==> src/rtl/pipe_reg_chain_pkg.sv <==
// Shared definitions for the pipeline register chain.
// Holds the default entry widths, the default memory-ready stage and the
// stage-entry layout (at default widths) used by the chain and its bench.
package pipe_reg_chain_pkg;

    localparam int unsigned WIDTH_DEF     = 16;
    localparam int unsigned AW_DEF        = 3;
    localparam int unsigned CW_DEF        = 10;
    localparam int unsigned DEPTH_DEF     = 4;
    localparam int unsigned MEM_READY_DEF = 2;

    // One pipeline stage entry at default widths.
    typedef struct packed {
        logic                  valid;
        logic [WIDTH_DEF-1:0]  data;
        logic [CW_DEF-1:0]     ctrl;
        logic [AW_DEF-1:0]     wadd;
        logic                  regwrite;
        logic                  memrd;
    } stage_t;

endpackage

==> src/rtl/pipe_lookup.sv <==
// Priority address match of one source register against all chain stages.
// Macro PIPE_FORWARD_EN: when defined, the youngest matching stage forwards
// its data unless it is a memory read that is not yet ready (then hazard).
// When undefined, no forwarding: any valid regwrite match raises hazard.
// Ports:
//   valid_i, regwrite_i, memrd_i  per-stage flags (bit 0 = youngest)
//   wadd_i, data_i                per-stage write address and data
//   src_i                         source register address being looked up
//   hit_o, data_o                 forwarding hit and forwarded data
//   hazard_o                      source cannot be satisfied this cycle
module pipe_lookup
    import pipe_reg_chain_pkg::*;
#(
    parameter int unsigned DEPTH     = DEPTH_DEF,
    parameter int unsigned WIDTH     = WIDTH_DEF,
    parameter int unsigned AW        = AW_DEF,
    parameter int unsigned MEM_READY = MEM_READY_DEF
) (
    input  logic [DEPTH-1:0]            valid_i,
    input  logic [DEPTH-1:0]            regwrite_i,
    input  logic [DEPTH-1:0]            memrd_i,
    input  logic [DEPTH-1:0][AW-1:0]    wadd_i,
    input  logic [DEPTH-1:0][WIDTH-1:0] data_i,
    input  logic [AW-1:0]               src_i,
    output logic                        hit_o,
    output logic [WIDTH-1:0]            data_o,
    output logic                        hazard_o
);

    // Stages that currently write the looked-up register.
    logic [DEPTH-1:0] match_c;

    always_comb begin
        match_c = '0;
        for (int unsigned i = 0; i < DEPTH; i++) begin
            match_c[i] = valid_i[i] & regwrite_i[i] & (wadd_i[i] == src_i);
        end
    end

`ifdef PIPE_FORWARD_EN
    // Youngest match decides; older matches are never consulted.
    always_comb begin
        logic found;
        found    = 1'b0;
        hit_o    = 1'b0;
        data_o   = '0;
        hazard_o = 1'b0;
        for (int unsigned i = 0; i < DEPTH; i++) begin
            if (!found && match_c[i]) begin
                found = 1'b1;
                if (memrd_i[i] && (i < MEM_READY)) begin
                    hazard_o = 1'b1;
                end else begin
                    hit_o  = 1'b1;
                    data_o = data_i[i];
                end
            end
        end
    end
`else
    // Without forwarding, stage data and load flags play no part.
    localparam int unsigned UNUSED_MEM_READY = MEM_READY;
    logic unused_fields_c;

    assign unused_fields_c = ^{data_i, memrd_i};
    assign hit_o           = 1'b0;
    assign data_o          = '0;
    assign hazard_o        = |match_c;
`endif

endmodule

==> src/rtl/pipe_reg_chain.sv <==
// Stallable, flushable pipeline register chain with operand forwarding lookup.
// Macro PIPE_FORWARD_EN selects forwarding lookup (see pipe_lookup).
// Ports:
//   clk, reset                   clock, asynchronous active-high reset
//   in_*                         entry entering stage 0
//   stall                        holds every stage
//   flush[DEPTH]                 per-stage invalidate (bit 0 = youngest)
//   src_a, src_b                 decode-stage source addresses
//   out_*                        entry leaving stage DEPTH-1 (zero when invalid)
//   fwd_a/b_hit, fwd_a/b_data    forwarding result per source
//   hazard                       either source must wait
module pipe_reg_chain
    import pipe_reg_chain_pkg::*;
#(
    parameter int unsigned WIDTH     = WIDTH_DEF,
    parameter int unsigned DEPTH     = DEPTH_DEF,
    parameter int unsigned AW        = AW_DEF,
    parameter int unsigned CW        = CW_DEF,
    parameter int unsigned MEM_READY = MEM_READY_DEF
) (
    input  logic             clk,
    input  logic             reset,
    input  logic             in_valid,
    input  logic [WIDTH-1:0] in_data,
    input  logic [CW-1:0]    in_ctrl,
    input  logic [AW-1:0]    in_wadd,
    input  logic             in_regwrite,
    input  logic             in_memrd,
    input  logic             stall,
    input  logic [DEPTH-1:0] flush,
    input  logic [AW-1:0]    src_a,
    input  logic [AW-1:0]    src_b,
    output logic             out_valid,
    output logic [WIDTH-1:0] out_data,
    output logic [CW-1:0]    out_ctrl,
    output logic [AW-1:0]    out_wadd,
    output logic             out_regwrite,
    output logic             fwd_a_hit,
    output logic             fwd_b_hit,
    output logic [WIDTH-1:0] fwd_a_data,
    output logic [WIDTH-1:0] fwd_b_data,
    output logic             hazard
);

    if ((DEPTH < 2) || (DEPTH > 8)) begin : g_depth_check
        $error("pipe_reg_chain: DEPTH must be in 2..8");
    end

    // Stage entry at the configured widths (same layout as stage_t).
    typedef struct packed {
        logic             valid;
        logic [WIDTH-1:0] data;
        logic [CW-1:0]    ctrl;
        logic [AW-1:0]    wadd;
        logic             regwrite;
        logic             memrd;
    } entry_t;

    entry_t stage_q [DEPTH];
    entry_t in_entry_c;

    always_comb begin
        in_entry_c          = '0;
        in_entry_c.valid    = in_valid;
        in_entry_c.data     = in_data;
        in_entry_c.ctrl     = in_ctrl;
        in_entry_c.wadd     = in_wadd;
        in_entry_c.regwrite = in_regwrite;
        in_entry_c.memrd    = in_memrd;
    end

    // Identical stages: hold on stall, else advance; flush kills the loaded valid.
    for (genvar k = 0; k < DEPTH; k++) begin : g_stage
        entry_t src_c;
        entry_t stage_d;

        if (k == 0) begin : g_head
            assign src_c = in_entry_c;
        end else begin : g_body
            assign src_c = stage_q[k-1];
        end

        always_comb begin
            stage_d = stall ? stage_q[k] : src_c;
            if (flush[k]) begin
                stage_d.valid = 1'b0;
            end
        end

        always_ff @(posedge clk or posedge reset) begin
            if (reset) begin
                stage_q[k] <= '0;
            end else begin
                stage_q[k] <= stage_d;
            end
        end
    end

    // Output stage; an empty stage presents all zeros.
    assign out_valid    = stage_q[DEPTH-1].valid;
    assign out_data     = out_valid ? stage_q[DEPTH-1].data : '0;
    assign out_ctrl     = out_valid ? stage_q[DEPTH-1].ctrl : '0;
    assign out_wadd     = out_valid ? stage_q[DEPTH-1].wadd : '0;
    assign out_regwrite = out_valid & stage_q[DEPTH-1].regwrite;

    // Flattened per-stage views for the lookup units.
    logic [DEPTH-1:0]            valid_vec_c;
    logic [DEPTH-1:0]            rw_vec_c;
    logic [DEPTH-1:0]            memrd_vec_c;
    logic [DEPTH-1:0][AW-1:0]    wadd_vec_c;
    logic [DEPTH-1:0][WIDTH-1:0] data_vec_c;

    always_comb begin
        valid_vec_c = '0;
        rw_vec_c    = '0;
        memrd_vec_c = '0;
        wadd_vec_c  = '0;
        data_vec_c  = '0;
        for (int unsigned i = 0; i < DEPTH; i++) begin
            valid_vec_c[i] = stage_q[i].valid;
            rw_vec_c[i]    = stage_q[i].regwrite;
            memrd_vec_c[i] = stage_q[i].memrd;
            wadd_vec_c[i]  = stage_q[i].wadd;
            data_vec_c[i]  = stage_q[i].data;
        end
    end

    logic hazard_a_c;
    logic hazard_b_c;

    pipe_lookup #(
        .DEPTH     (DEPTH),
        .WIDTH     (WIDTH),
        .AW        (AW),
        .MEM_READY (MEM_READY)
    ) u_lookup_a (
        .valid_i    (valid_vec_c),
        .regwrite_i (rw_vec_c),
        .memrd_i    (memrd_vec_c),
        .wadd_i     (wadd_vec_c),
        .data_i     (data_vec_c),
        .src_i      (src_a),
        .hit_o      (fwd_a_hit),
        .data_o     (fwd_a_data),
        .hazard_o   (hazard_a_c)
    );

    pipe_lookup #(
        .DEPTH     (DEPTH),
        .WIDTH     (WIDTH),
        .AW        (AW),
        .MEM_READY (MEM_READY)
    ) u_lookup_b (
        .valid_i    (valid_vec_c),
        .regwrite_i (rw_vec_c),
        .memrd_i    (memrd_vec_c),
        .wadd_i     (wadd_vec_c),
        .data_i     (data_vec_c),
        .src_i      (src_b),
        .hit_o      (fwd_b_hit),
        .data_o     (fwd_b_data),
        .hazard_o   (hazard_b_c)
    );

    assign hazard = hazard_a_c | hazard_b_c;

endmodule

==> config.mk <==
export PLATFORM = sky130hd
export DESIGN_NAME = pipe_reg_chain
export DESIGN_NICKNAME = d
export VERILOG_FILES = /design/src/rtl/pipe_reg_chain_pkg.sv /design/src/rtl/pipe_lookup.sv /design/src/rtl/pipe_reg_chain.sv
export SDC_FILE = /design/constraint.sdc
export NUM_CORES = 1
export LEC_CHECK = 0
export CELL_PAD_IN_SITES_DETAIL_PLACEMENT = 1
export CELL_PAD_IN_SITES_GLOBAL_PLACEMENT = 2
export CORE_ASPECT_RATIO = 0.5
export CORE_MARGIN = 5
export CORE_UTILIZATION = 30
export CTS_CLUSTER_SIZE = 25
export DETAILED_ROUTE_END_ITERATION = 8
export PLACE_DENSITY = 0.84
export REMOVE_ABC_BUFFERS = 1
export SYNTH_ARGS = -nofsm -noshare
export SYNTH_HDL_FRONTEND = slang
export SYNTH_SLANG_ARGS = --single-unit
export TNS_END_PERCENT = 1
==> constraint.sdc <==
create_clock -name clk -period 4 [get_ports clk]
set_input_delay 0.8 -clock clk [delete_from_list [all_inputs] [get_ports clk]]
set_output_delay 0.8 -clock clk [all_outputs]
set_load 0.005 [all_outputs]
Word-level counts from Yosys, hierarchy flattened. Index checks and enable logic that the tools add are counted.

Muxes and demuxes: 11. Equality and inequality tests: 12. Reduce and logical (&&, ||, !) cells: 2. Bitwise logic cells: 13.

Operator list (count): $mux W32 (4); $eq A3 B3 Y1 (8); $mux W16 (1); $and A1 B1 Y1 (12); $mux W10 (1); $ne A2 B1 Y1 const B (4); $reduce_or A4 Y1 (2); $mux W1 (4); $mux W3 (1); $or A1 B1 Y1 (1).

Bits in registers: 128. Input port bits: 45.

Longest topological paths before layout.
Word-level depth: 4. Gate-level depth with buffers: 5. Depth with buffers taken out: 5.

Cells and area by module. From an unflattened synthesis, not the netlist that was laid out.

Cell total of the unflattened synthesis: 387. Area total of the unflattened synthesis: 5614.1 sq um.

Modules (own cells, without submodules): pipe_reg_chain (cells an instance 309, area an instance 5046.1 sq um, times used 1); pipe_lookup (cells an instance 39, area an instance 284.0 sq um, times used 2).

Least setup slack after synthesis. OpenSTA, ideal clock, no wires.

Path type: in2out. From: input src_a[2]. To: output hazard. Buffers on the path: 0. Data arrival time: 1.664 ns. Stages: 5. Setup slack: 1.536 ns. Data required time: 3.200 ns. Cells stage by stage: xor2_1 or4_1 o41ai_1 nor3_1 nand4_1.

Word-level cells in the longest chain between the ends: 4. Elaborated cells on any way between the ends: 10. Classes of those cells: eq/ne: 4; bitwise: 5; reduce/logical: 1.

Ends and longest elaborated chain: start, declared (RTL line pipe_reg_chain.sv:31) `input logic [AW-1:0] src_a,`; $eq A3 B3 Y1 (RTL line pipe_lookup.sv:36) `match_c[i] = valid_i[i] & regwrite_i[i] & (wadd_i[i] == src_i);`; $and A1 B1 Y1 (RTL line pipe_lookup.sv:36); $reduce_or A4 Y1 (*) (RTL line pipe_lookup.sv:68) `assign hazard_o = |match_c;`; $or A1 B1 Y1 (*) (RTL line pipe_reg_chain.sv:165) `assign hazard = hazard_a_c | hazard_b_c;`; end, declared (RTL line pipe_reg_chain.sv:42) `output logic hazard`.

Every way passes the cells marked *; elsewhere a longest branch is shown, timed or not.

Worst setup path after layout. Ends and elaborated chain as after synthesis.

==> results.md <==
- Clock sink total: 124
- Worst-path clk slew: 0.05 ns
- CTS Root Cell: clkbuf_16
- Post-cts resize count: 0
- Mapped Cells: 377
- Crit. End Element: output port
- Crit path largest cell delay: 0.53 ns
- # setup viols final: 0
- Commonest cells in the synthesized netlist: dfrtp_1 (124), mux2_2 (120), buf_4 (34), and2_1 (29), xor2_1 (22)
- Setup Fix Bufs, Post-CTS: 0
- Syn avg cell area: 14.2 um2
- Top_reg_cell synth: dfrtp_1
- Max Transition Viols Final: 0
- Gpl congestion: 0.727
- Setup TNS: 0 ns
- Top-count cell post-synth: dfrtp_1
- Dominant cell type by area after synthesis: dfrtp_1
- Hold path depth: 1
- Number of global-route vias before repair: 3343
- Max-Cap Viols: 0
- EDFF count, synth: 0
- Seq/Total Area, Yosys: 58.1%
- Starting Density: 30.6%
- Largest net degree at the start of global routing: 54
- Die height: 104 um
- Final #Nets: 504
- H-tree Lvls: 4
- Fillers: 1822
- Total track usage: 10.3%
- Row cnt: 34
- Grt total ovfl: 0
- Buf/Inv on CP: 2
- Warnings, synthesis: 0
- Average routed wire per standard cell: 14.4 um
- Antenna cells: 0
- Final WL: 10100 um
- Worst hold path type: flop to flop
- RSZ-0062 raised after global routing: no
- Cell variety after synth: 20
- Area growth, synth to finish: 27.6%
- Dpl cell area: 6230 um2
- DIE AREA: 20700 um2
- CP max-delay cell: clkdlybuf4s50_1
- Crit-path max FO: 6
- Delay-heaviest family, CP: buffers and inverters
- Detailed router's first-iteration violation count: 97
- DRT Pass-1 Iters: 2
- Design Area, Final: 6820 um2
- Worst rel slew slack: 55.8%
- Final period util: 92.3%
- I/O pin cnt: 111
- Final hold violation count: 0
- Remaining DRCs: 0
- Core Region: 17400 um2
- Tmin final: 3.69 ns
- Yosys reg bits: 124
- Power Total: 3450 uW
- CTS tree: done
- Port Buffers: 75
- Crit path DAT: 2.89 ns
- ANT nets after route: 0
- Share of cells above drive strength 1: 33.9%
- Total CTS buffers: 17
- Leak Pwr: 0.00289 uW
- Mean number of vias per cell: 4.18
- Critical path class: primary input to output port
- Critical Path Stages: 7
- Hpwl dp: 7100 um
- Clock Tree Buf Depth: 2
- Crit-path cells: clkdlybuf4s50_1, xor2_1, or4_1, o41ai_1, nor3_1, nand4_1, clkdlybuf4s50_1
- First-pass GRT wire length: 17300 um
- Outcome: complete, no violations
- Multi-input gate area: 2020 um2
- Async S/R FF share, synth: 100%
- Cts hold-fix bufs: 0
- Highest clock rate: 271 MHz
- Clock skew: 0.00506 ns
- DR vias: 2951
- Post-Syn Area: 5340 um2
- Die Span X: 199 um
- P per Cell Area: 506 nW/um2
- Top cells by area, synth: dfrtp_1 (58%), mux2_2 (25%), buf_4 (4.8%)
- Most common cell on crit path: clkdlybuf4s50_1
- Peak supply drop: 0.000221 V
- Register-to-Register Path Depth: 3
- FF+latch area: 3100 um2
- Initial antenna violation count: 0
- Final Util: 39.1%
- Worst Setup Start Kind: primary input
- Post-synth top area share: 58.1%
- WP data required: 3.20 ns
- Clk Latency, worst-skew pair: 0.39 ns
- Least-Margin Pin Slew: 0.664 ns
==> power by group <==
part | switching [uW] | internal, uW
registers | 114 | 1470
logic | 139 | 238
clock network | 534 | 961
total | 786 | 2670
==> worst paths after layout <==
check	startpoint	endpoint	slack [ns]
worst max-delay path	src_a[2]	hazard	0.31
worst min-delay path	data_vec_c[53]	data_vec_c[53]	0.49
worst max register to register	out_valid	out_valid	3.07
worst min register to register	data_vec_c[53]	data_vec_c[53]	0.49
max in group asynchronous	reset	data_vec_c[35]	2.35
min in group asynchronous	reset	data_vec_c[43]	0.85
==> cells by family after synthesis <==
logic type,synth area share [%]
other,0.0702
DFF,58.1
muxes,26.0
xor gates and xnor gates,3.61
AOI/OAI and AO/OA,0.422
buffers and inverters,6.44
and+or+nand+nor,5.32
==> state kept, by name (all words and copies together), names as in the netlist <==
register,flops
stage_q,13
data_vec_c,64
out_valid,1
g_stage.src_c,45
rw_vec_c,1
==> metal layers <==
metal  share of wire (%)  wire, um  vias up  GRT usage, %
met5                   0         0        -             0
met4                0.93        94        0          3.37
met3                 2.5       251        8          2.46
met2                  55      5630       36          18.5
met1                  41      4170     1516          12.1
li1                    -         -     1391             -
==> per-stage QoR <==
step	setup slack, ns	hold WS [ns]	std cells
5_1_grt	0.248	0.512	706
2_1_floorplan	-0.0992	0.470	359
4_1_cts	0.313	0.499	706
3_3_place_gp	0.333	0.480	674
3_5_place_dp	0.325	0.486	674
6_report	0.307	0.494	706
==> final cells by class <==
class,instances,share of cell area [%]
clock inverter,11,1.73
clock buffer,21,6.90
multi-input combinational,233,29.6
inverter,2,0.147
tap,234,4.29
sequential,124,45.5
timing repair buffer,81,11.8
==> layout by cell type (no fill, tap or decap), drive strengths merged, types with 5 or more instances in the layout <==
| cell type | n |
|---|---|
| clkbuf | 21 |
| mux2 | 120 |
| nor2 | 6 |
| dfrtp | 124 |
| xor2 | 22 |
| clkdlybuf4s50 | 74 |
| clkinvlp | 5 |
| conb | 34 |
| and2 | 30 |
| buf | 7 |
| nand2 | 5 |
Power figures use the tool's default switching activity.
